===== src/rtl/seg_pkg.sv =====
// Shared segment-pattern constants for the 7-segment scan driver.
// Latency: n/a (constants only). Backpressure: none.
package seg_pkg;

  localparam int SEG_A  = 0;
  localparam int SEG_B  = 1;
  localparam int SEG_C  = 2;
  localparam int SEG_D  = 3;
  localparam int SEG_E  = 4;
  localparam int SEG_F  = 5;
  localparam int SEG_G  = 6;
  localparam int SEG_DP = 7;

  // Patterns are {g,f,e,d,c,b,a}, active-high.
  localparam logic [6:0] SEG_PAT_0 = 7'b0111111;
  localparam logic [6:0] SEG_PAT_1 = 7'b0000110;
  localparam logic [6:0] SEG_PAT_2 = 7'b1011011;
  localparam logic [6:0] SEG_PAT_3 = 7'b1001111;
  localparam logic [6:0] SEG_PAT_4 = 7'b1100110;
  localparam logic [6:0] SEG_PAT_5 = 7'b1101101;
  localparam logic [6:0] SEG_PAT_6 = 7'b1111101;
  localparam logic [6:0] SEG_PAT_7 = 7'b0000111;
  localparam logic [6:0] SEG_PAT_8 = 7'b1111111;
  localparam logic [6:0] SEG_PAT_9 = 7'b1101111;
  localparam logic [6:0] SEG_BLANK = 7'b0000000;

endpackage


===== src/rtl/seg_decode.sv =====
// Combinational BCD to 7-segment pattern; codes 10-15 decode dark.
// Latency: 0 cycles. Backpressure: none.
module seg_decode
  import seg_pkg::*;
(
  input  logic [3:0] bcd,
  output logic [6:0] seg
);

  always_comb begin
    seg = SEG_BLANK;
    case (bcd)
      4'd0: seg = SEG_PAT_0;
      4'd1: seg = SEG_PAT_1;
      4'd2: seg = SEG_PAT_2;
      4'd3: seg = SEG_PAT_3;
      4'd4: seg = SEG_PAT_4;
      4'd5: seg = SEG_PAT_5;
      4'd6: seg = SEG_PAT_6;
      4'd7: seg = SEG_PAT_7;
      4'd8: seg = SEG_PAT_8;
      4'd9: seg = SEG_PAT_9;
      default: seg = SEG_BLANK;
    endcase
  end

endmodule


===== src/rtl/seg_scan_driver.sv =====
// Time-multiplexed common-anode 7-segment driver with per-frame input snapshot; SEG_BLINK_EN adds blinking.
// Latency: outputs lag the scan index by 1 cycle. Backpressure: none; enable=0 darkens and freezes the scan.
module seg_scan_driver
  import seg_pkg::*;
#(
  parameter int NUM_DIGITS   = 4,
  parameter int SCAN_DIV     = 100000,
  parameter int BLINK_FRAMES = 64
) (
  input  logic                          clk_osc,
  input  logic                          reset,
  input  logic                          enable,
  input  logic [4*NUM_DIGITS-1:0]       digits,
  input  logic [NUM_DIGITS-1:0]         dp_mask,
  input  logic [NUM_DIGITS-1:0]         blank_mask,
  input  logic [NUM_DIGITS-1:0]         blink_mask,
  input  logic                          lz_blank,
  output logic [NUM_DIGITS-1:0]         anode,
  output logic [7:0]                    eSeg,
  output logic [$clog2(NUM_DIGITS)-1:0] digit_idx,
  output logic                          frame_tick
);

  localparam int IDX_W = $clog2(NUM_DIGITS);
  localparam int PRE_W = $clog2(SCAN_DIV);

  logic [PRE_W-1:0]        pre;
  logic [IDX_W-1:0]        idx;
  logic                    first;
  logic                    wrap_pend;
  logic                    pre_tc;
  logic                    wrap;
  logic                    blink_off;

  logic [4*NUM_DIGITS-1:0] snap_dig, cur_dig;
  logic [NUM_DIGITS-1:0]   snap_dp, cur_dp;
  logic [NUM_DIGITS-1:0]   snap_blank, cur_blank;
  logic [NUM_DIGITS-1:0]   snap_blink, cur_blink;
  logic                    snap_lz, cur_lz;

  logic [NUM_DIGITS-1:0]   lz_dark;
  logic                    above_zero;
  logic [3:0]              sel_bcd;
  logic [6:0]              sel_seg;
  logic [NUM_DIGITS-1:0]   anode_d;
  logic [7:0]              seg_d;

  assign pre_tc = (pre == PRE_W'(SCAN_DIV - 1));
  assign wrap   = enable && pre_tc && (idx == IDX_W'(NUM_DIGITS - 1));

  // The first edge after reset shows digit 0 of the live inputs it is loading.
  assign cur_dig   = first ? digits     : snap_dig;
  assign cur_dp    = first ? dp_mask    : snap_dp;
  assign cur_blank = first ? blank_mask : snap_blank;
  assign cur_blink = first ? blink_mask : snap_blink;
  assign cur_lz    = first ? lz_blank   : snap_lz;

  always_comb begin
    above_zero = 1'b1;
    lz_dark    = '0;
    for (int i = NUM_DIGITS - 1; i >= 1; i--) begin
      above_zero = above_zero && (cur_dig[i*4 +: 4] == 4'd0);
      lz_dark[i] = cur_lz && above_zero;
    end
  end

  assign sel_bcd = cur_dig[int'(idx)*4 +: 4];

  seg_decode u_decode (
    .bcd (sel_bcd),
    .seg (sel_seg)
  );

  always_comb begin
    anode_d = '1;
    seg_d   = 8'h00;
    if (enable) begin
      anode_d = ~(NUM_DIGITS'(1) << idx);
      if (!cur_blank[idx] && !(blink_off && cur_blink[idx])) begin
        // Leading-zero suppression darkens segments only; the dp stays lit.
        seg_d[SEG_DP] = cur_dp[idx];
        if (!lz_dark[idx]) seg_d[SEG_G:SEG_A] = sel_seg;
      end
    end
  end

`ifdef SEG_BLINK_EN
  localparam int BF_W = (BLINK_FRAMES > 1) ? $clog2(BLINK_FRAMES) : 1;
  logic [BF_W-1:0] blink_cnt;

  always_ff @(posedge clk_osc or posedge reset) begin
    if (reset) begin
      blink_cnt <= '0;
      blink_off <= 1'b0;
    end else if (wrap) begin
      if (blink_cnt == BF_W'(BLINK_FRAMES - 1)) begin
        blink_cnt <= '0;
        blink_off <= ~blink_off;
      end else begin
        blink_cnt <= blink_cnt + BF_W'(1);
      end
    end
  end
`else
  // Constant visible; BLINK_FRAMES is at least 1 so this is always 0.
  assign blink_off = (BLINK_FRAMES < 1);
`endif

  always_ff @(posedge clk_osc or posedge reset) begin
    if (reset) begin
      pre        <= '0;
      idx        <= '0;
      first      <= 1'b1;
      wrap_pend  <= 1'b0;
      snap_dig   <= '0;
      snap_dp    <= '0;
      snap_blank <= '0;
      snap_blink <= '0;
      snap_lz    <= 1'b0;
      anode      <= '1;
      eSeg       <= 8'h00;
      digit_idx  <= '0;
      frame_tick <= 1'b0;
    end else begin
      first <= 1'b0;
      if (first || wrap) begin
        snap_dig   <= digits;
        snap_dp    <= dp_mask;
        snap_blank <= blank_mask;
        snap_blink <= blink_mask;
        snap_lz    <= lz_blank;
      end
      if (enable) begin
        wrap_pend <= wrap;
        if (pre_tc) begin
          pre <= '0;
          idx <= (idx == IDX_W'(NUM_DIGITS - 1)) ? '0 : idx + IDX_W'(1);
        end else begin
          pre <= pre + PRE_W'(1);
        end
      end
      anode      <= anode_d;
      eSeg       <= seg_d;
      digit_idx  <= idx;
      // A wrap seen just before a disable is held so the tick marks digit 0 on resume.
      frame_tick <= enable && wrap_pend;
    end
  end

endmodule


===== config.mk =====
export PLATFORM = sky130hd
export DESIGN_NAME = seg_scan_driver
export DESIGN_NICKNAME = d
export VERILOG_FILES = /design/src/rtl/seg_pkg.sv /design/src/rtl/seg_decode.sv /design/src/rtl/seg_scan_driver.sv
export SDC_FILE = /design/constraint.sdc
export NUM_CORES = 1
export LEC_CHECK = 0
export ABC_AREA = 1
export CAP_MARGIN = 5
export CORE_UTILIZATION = 50
export DETAILED_ROUTE_END_ITERATION = 8
export PLACE_DENSITY = 0.77
export SKIP_CTS_REPAIR_TIMING = 1
export SKIP_LAST_GASP = 1
export SYNTH_ARGS = -nofsm -noshare
export SYNTH_HDL_FRONTEND = slang
export SYNTH_HIERARCHICAL = 1
export SYNTH_SLANG_ARGS = --single-unit

===== constraint.sdc =====
create_clock -name clk_osc -period 2.05 [get_ports clk_osc]
set_input_delay 0.3075 -clock clk_osc [delete_from_list [all_inputs] [get_ports clk_osc]]
set_output_delay 0.3075 -clock clk_osc [all_outputs]
set_load 0.005 [all_outputs]

==> flow_metrics.py, run 1 <==
metrics = {
    "sta": {
        "clock_skew_ps": 10.3,
        "finalSetupViolations": 0,
        "worst_slack_ps": 47.9,
        "fmax_ghz": 0.499,
        "period_needed_ps": 2000,
        "rsz0062_at_grt": "true",
        "hold_viol": 0,
        "period_share_pct": 97.7,
        "slew_viol_final": 0,
    },
    "place": {
        "gp_congestion": 0.920,
        "hpwl_um": 5240,
        "portBuffers": 42,
        "place_ws_ps": -109,
        "post_dp_cell_area_um2": 4030,
    },
    "worst_setup_path": {
        "required_ps": 2280,
        "cpMostUsedCell": "nand2_1",
        "cp_cell_sequence": "buf_6, buf_4, nand2_1, nand2_1, nand2_1, o211ai_1, buf_4, inv_2, nand2_2, nand2_1, nand2_1, nand2_1, inv_1, o21bai_1, nor2_1",
        "cp_num_buf_inv": 5,
        "worstSetupEndpointType": "flip-flop",
        "crit_path_max_fanout": 7,
        "path_class": "reg2reg",
        "slowest_delay_ps": 610,
        "reg2reg_depth": 15,
        "crit_family": "flip-flops",
        "cp_num_cells": 15,
        "worst_path_max_delay_cell": "dfstp_2",
        "arrival_ps": 2230,
        "crit_path_start_kind": "flip-flop",
    },
    "route": {
        "num_vias": 3069,
        "dr.first_iter.drc_count": 199,
        "routed_via_density": 5.15,
        "wl_per_cell_um": 12.6,
        "drc": 3,
        "wl_um": 7520,
        "drtPass1Iterations": 7,
        "ant_nets": 0,
    },
    "flow_run": {
        "cap_violations": 0,
    },
    "clock_tree": {
        "cts.clk_slew.worst_paths_ps": 70,
        "clock_latency_ps": 340,
        "cts_max_level": 3,
        "cts_max_path_buffers": 2,
        "clock_sinks": 61,
        "cts_buffers": 9,
        "cts_root_buf": "clkbuf_8",
        "tritoncts": "built",
    },
    "power": {
        "power_density_nw_per_um2": 697,
        "irDropWorstVdd_mv": 0.427,
        "leakagePower_nw": 2.20,
        "p_total_mw": 3.02,
    },
    "synth": {
        "yosysUniqueCellTypes": 37,
        "yosys_warnings": 6,
        "synth_edf_count": 0,
        "async_flop_share_pct": 100,
        "synth_area_leaders": "dfrtp_1, nand2_1, nand3_1",
        "synth-seq-area-share_pct": 45.0,
        "ys_dominant_reg_cell": "dfrtp_1",
        "synth_area_um2": 3400,
        "synth_area_leader_cell": "dfrtp_1",
        "synthCells": 452,
        "syn-num-nets": 495,
        "synth_seq_cells": 61,
        "synth_top_area_share_pct": 41.2,
        "syn_avg_cell_area_um2": 7.53,
    },
    "floorplan": {
        "row_count": 29,
        "io_pins": 47,
        "die_x_um": 84.5,
        "initial_core_util_pct": 52.7,
        "fp.dieArea_um2": 7140,
        "coreArea_um2": 6460,
        "chipHeight_um": 84.5,
    },
    "finish": {
        "area_delta_synth_final_pct": 27.2,
        "finalInstanceArea_um2": 4330,
        "fin_util_pct": 67.1,
        "nets": 558,
        "drive_gt1_share_pct": 16.6,
        "fillers": 527,
        "diodes": 0,
    },
    "global_routing": {
        "grtUsageTotal_pct": 22.7,
        "overflow": 0,
        "grt_max_degree": 62,
        "grt_pass1_wl_um": 12800,
        "grt_pass1_vias": 2807,
        "antenna_found_initial": 0,
    },
    "status": {
        "outcome": "complete, but fails checks",
        "failed_checks": "design-rule violations",
    },
    "hold_path": {
        "hold_class": "in2async",
    },
}
-- logic make-up (layout without fill, tap and decap cells) --
logic type	Yosys count	in the layout	synth area share [%]
fa+ha+maj	11	11	4.04
buf+inv	64	131	8.19
simple gates	274	274	34.9
compound gates	33	33	5.66
xor+xnor	8	8	2.06
flops	61	61	45.0
other cells	1	1	0.110
-- layout by cell type (no fill, tap or decap), types with 2 or more instances in the layout --
cell	Yosys	routed
a21oi_1	7	6
buf_12	0	2
buf_4	2	18
buf_6	3	4
clkbuf_1	3	3
clkbuf_8	0	9
clkdlybuf4s50_1	0	42
clkinv_2	0	3
dfrtp_1	56	56
dfstp_2	5	5
ha_1	11	8
ha_4	0	2
inv_1	45	42
inv_2	3	4
inv_4	1	2
nand2_1	166	154
nand2_2	4	16
nand3_1	46	41
nand3_2	4	6
nand3_4	0	3
nand4_1	5	5
nor2_1	36	35
nor2_2	1	2
nor3_1	4	4
o21ai_0	14	13
o21bai_1	7	7
o22ai_1	3	3
xnor2_1	2	2
xor2_1	6	6
-- registers in the layout (all words and copies together), names as in the netlist --
register,count
pre,17
snap_dig,16
eSeg,8
anode,4
snap_blank,4
snap_dp,4
digit_idx,2
idx,2
first,1
frame_tick,1
snap_lz,1
wrap_pend,1
-- routing by layer --
layer	track usage (%)	wire length (um)	vias to the layer above
met3	3.93	423	10
met4	10.0	127	0
met5	0	0	-
met2	32.7	3270	101
li1	-	-	1539
met1	33.7	3690	1419
-- cells in the mapped netlist (2+ instances only) --
cell type,number
nand2_1,166
dfrtp_1,56
nand3_1,46
inv_1,45
nor2_1,36
o21ai_0,14
ha_1,11
a21oi_1,7
o21bai_1,7
xor2_1,6
buf_2,5
dfstp_2,5
nand4_1,5
nand2_2,4
nand3_2,4
nor3_1,4
buf_6,3
clkbuf_1,3
inv_2,3
o22ai_1,3
buf_4,2
xnor2_1,2
-- cell type report --
cell class | count | area, um2 | share of cell area (%)
inverter | 50 | 198 | 4.56
clock inverter | 3 | 15.0 | 0.347
tap | 77 | 96.3 | 2.22
timing repair buffer | 66 | 641 | 14.8
sequential | 61 | 1530 | 35.4
clock buffer | 12 | 135 | 3.12
multi-input combinational | 327 | 1710 | 39.6
-- worst reg2reg max path, cell delays in order (launching register included) --
cell and delay (ps):
dfstp_2 610, buf_6 150, buf_4 130, nand2_1 50, nand2_1 100, nand2_1 70, o211ai_1 100, buf_4 160
inv_2 70, nand2_2 80, nand2_1 50, nand2_1 70, nand2_1 50, inv_1 40, o21bai_1 90, nor2_1 50
-- worst paths after layout --
check                                from  slack [ps]           end
worst min-delay path                reset         360  digit_idx[0]
worst min register to register  wrap_pend         470    frame_tick
max in group asynchronous           reset        1390         first
worst max register to register      first          50       eSeg[3]
min in group clk_osc            wrap_pend         470    frame_tick
worst max-delay path                first          50       eSeg[3]
-- power breakdown --
part	internal [mW]	switching [mW]	total, mW
Sequential	1.34	0.138	1.48
Clock	0.427	0.459	0.886
Combinational	0.293	0.362	0.655
-- metrics by stage --
step           instances  hold slack (ps)  TNS (ps)
5_1_grt              596              411      -340
3_5_place_dp         579              464      -326
6_report             596              363         0
3_3_place_gp         579              453      -182
4_1_cts              594              373         0
2_1_floorplan        452              363         0
Power figures use the tool's default switching activity.
==> run 2, diff against run 1 <==
--- a/config.mk
+++ b/config.mk
@@ -10,8 +10,8 @@
 export CORE_UTILIZATION = 50
 export DETAILED_ROUTE_END_ITERATION = 8
 export PLACE_DENSITY = 0.77
+export SETUP_SLACK_MARGIN = 0.4
 export SKIP_CTS_REPAIR_TIMING = 1
-export SKIP_LAST_GASP = 1
 export SYNTH_ARGS = -nofsm -noshare
 export SYNTH_HDL_FRONTEND = slang
 export SYNTH_HIERARCHICAL = 1
==> run 2 against run 1 <==
  * The flow finishes with violations (design-rule violations, negative setup slack)
  * Setup slack worse by 56 ps
  * Clock skew up 0.90 ps
  * Utilization grew 2.8 points
  * Power grew 2.0%
  * Critical path type unchanged
  * Clock power grew 2%
  * Combinational power up 6.9%
  * Worst hold slack improved by 26 ps
  * First-iteration DRC count rose by 8.5%
  * Die area did not move
  * Highest routed layer unchanged
  * Final cell count is 1.7% higher
  * Sequential share of layout area down 1.4 points
  * Critical path depth up 1
==> flow_metrics.py, run 2 (synthesis results as in run 1) <==
metrics = {
    "clock_tree": {
        "clock_latency_ps": 350,
        "clock_sinks": 61,
        "cts_max_path_buffers": 2,
        "cts.clk_slew.worst_paths_ps": 70,
        "cts_max_level": 3,
        "tritoncts": "built",
        "cts_root_buf": "clkbuf_8",
        "cts_buffers": 9,
    },
    "worst_setup_path": {
        "reg2reg_depth": 16,
        "worstSetupEndpointType": "flip-flop",
        "path_class": "reg2reg",
        "cp_num_cells": 16,
        "crit_path_max_fanout": 4,
        "cpMostUsedCell": "nand2_1",
        "slowest_delay_ps": 580,
        "r2r_slack_ps": -8,
        "crit-reg2reg-launch": "first",
        "worst_path_max_delay_cell": "dfstp_2",
        "arrival_ps": 2330,
        "crit_path_start_kind": "flip-flop",
        "endpoint": "eSeg[0]",
        "r2r-end": "eSeg[0]",
        "cp_cell_sequence": "buf_12, nand2_2, o21ai_2, nand2_1, nand3_2, nand3_4, buf_6, ha_1, inv_1, nand2_2, nand2_1, nand2_1, nand2_1, inv_1, o21bai_1, nor2_1",
        "cp_num_buf_inv": 4,
        "crit_family": "simple AND/OR/NAND/NOR gates",
        "worstSetupStartpoint": "first",
        "required_ps": 2320,
    },
    "floorplan": {
        "fp.dieArea_um2": 7140,
        "initial_core_util_pct": 52.7,
        "row_count": 29,
        "io_pins": 47,
        "chipHeight_um": 84.5,
        "die_x_um": 84.5,
        "coreArea_um2": 6460,
    },
    "sta": {
        "hold_viol": 0,
        "fmax_ghz": 0.486,
        "slew_viol_final": 0,
        "clock_skew_ps": 11.2,
        "hold_ws_ps": 390,
        "worst_slack_ps": -8.37,
        "period_needed_ps": 2060,
        "rsz0062_at_grt": "true",
        "period_share_pct": 100,
        "finalSetupViolations": 1,
    },
    "route": {
        "ant_nets": 0,
        "drc": 4,
        "drtPass1Iterations": 7,
        "wl_per_cell_um": 13.2,
        "num_vias": 3140,
        "dr.first_iter.drc_count": 216,
        "wl_um": 7970,
        "routed_via_density": 5.18,
    },
    "finish": {
        "area_delta_synth_final_pct": 32.6,
        "nets": 568,
        "reg.largest.list": "pre (17), snap_dig (16), eSeg (8)",
        "drive_gt1_share_pct": 20.6,
        "fillers": 505,
        "diodes": 0,
        "largest_reg_flops": 17,
        "top_register": "pre",
        "fin_util_pct": 69.9,
        "layout_common_cells": "nand2_1, dfrtp_1, inv_1",
        "final_common_cell": "nand2_1",
        "fin_cells": 606,
    },
    "global_routing": {
        "grt_pass1_vias": 2925,
        "grtUsageTotal_pct": 23.7,
        "grt_max_degree": 62,
        "antenna_found_initial": 0,
        "grt_pass1_wl_um": 13300,
        "overflow": 0,
    },
    "place": {
        "place_ws_ps": -67.7,
        "portBuffers": 42,
        "placedCellCount": 581,
        "hpwl_um": 5390,
        "gp_congestion": 0.838,
    },
    "status": {
        "failed_checks": "design-rule violations, negative setup slack",
        "outcome": "complete, but fails checks",
    },
    "hold_path": {
        "hold_class": "in2async",
    },
    "flow_run": {
        "cap_violations": 0,
    },
    "power": {
        "irDropWorstVdd_mv": 0.464,
        "power_density_nw_per_um2": 682,
        "p_total_mw": 3.08,
        "leakagePower_nw": 2.30,
    },
}
==> run 2: cell types whose count changed in the layout (fill, tap and decap cells not counted), moves of 4 or more <==
cell,before,now
clkdlybuf4s50_1,42,38
dlymetal6s2s_1,0,4
nand2_1,154,149
buf_4,18,26
nand2_2,16,20
==> run 2: worst reg2reg max path: cells and delay by family (launching register included) <==
kind,cells,cell delay [ps]
AOI/OAI and AO/OA,2,210
adders and majority gates,1,180
buffers and inverters,4,350
DFF,1,580
and+or+nand+nor,9,670
==> run 2: cell type report <==
class,count,area [um2],area share (%)
clock buffer,12,145,3.21
sequential,61,1530,34.0
timing repair buffer,76,754,16.7
multi-input combinational,327,1760,39.0
inverter,50,211,4.68
tap,77,96.3,2.13
clock inverter,3,15.0,0.333
==> run 2: per-layer routing <==
layer	part of all wire, %	vias up	track usage (%)
met5	0	-	0
met2	46	91	36.7
met3	4.4	16	4.23
met4	2.5	0	10.6
li1	-	1563	-
met1	47	1470	32.5
==> run 2: worst min-delay path by stage <==
stage              start      endpoint  depth (start not counted)
3_3_place_gp   wrap_pend    frame_tick                          2
5_1_grt            reset   snap_dig[2]                          3
3_5_place_dp   wrap_pend    frame_tick                          2
2_1_floorplan     enable      anode[3]                          1
4_1_cts            reset  snap_dig[14]                          3
6_report           reset       eSeg[3]                          3
==> run 2: where the power goes <==
group | total (mW) | switching, mW | leakage [nW] | internal (mW)
registers | 1.48 | 0.139 | 0.734 | 1.34
clock network | 0.900 | 0.442 | 0.0860 | 0.459
logic | 0.700 | 0.385 | 1.48 | 0.315
total | 3.08 | 0.966 | 2.30 | 2.11
==> run 2: per-stage QoR <==
stage | area, um2 | setup TNS (ps)
after floorplan | 3450 | 0
after global placement | 4070 | -202
after detailed placement | 4070 | -208
after CTS | 4230 | -285
after global routing | 4520 | -761
final | 4520 | -8.37
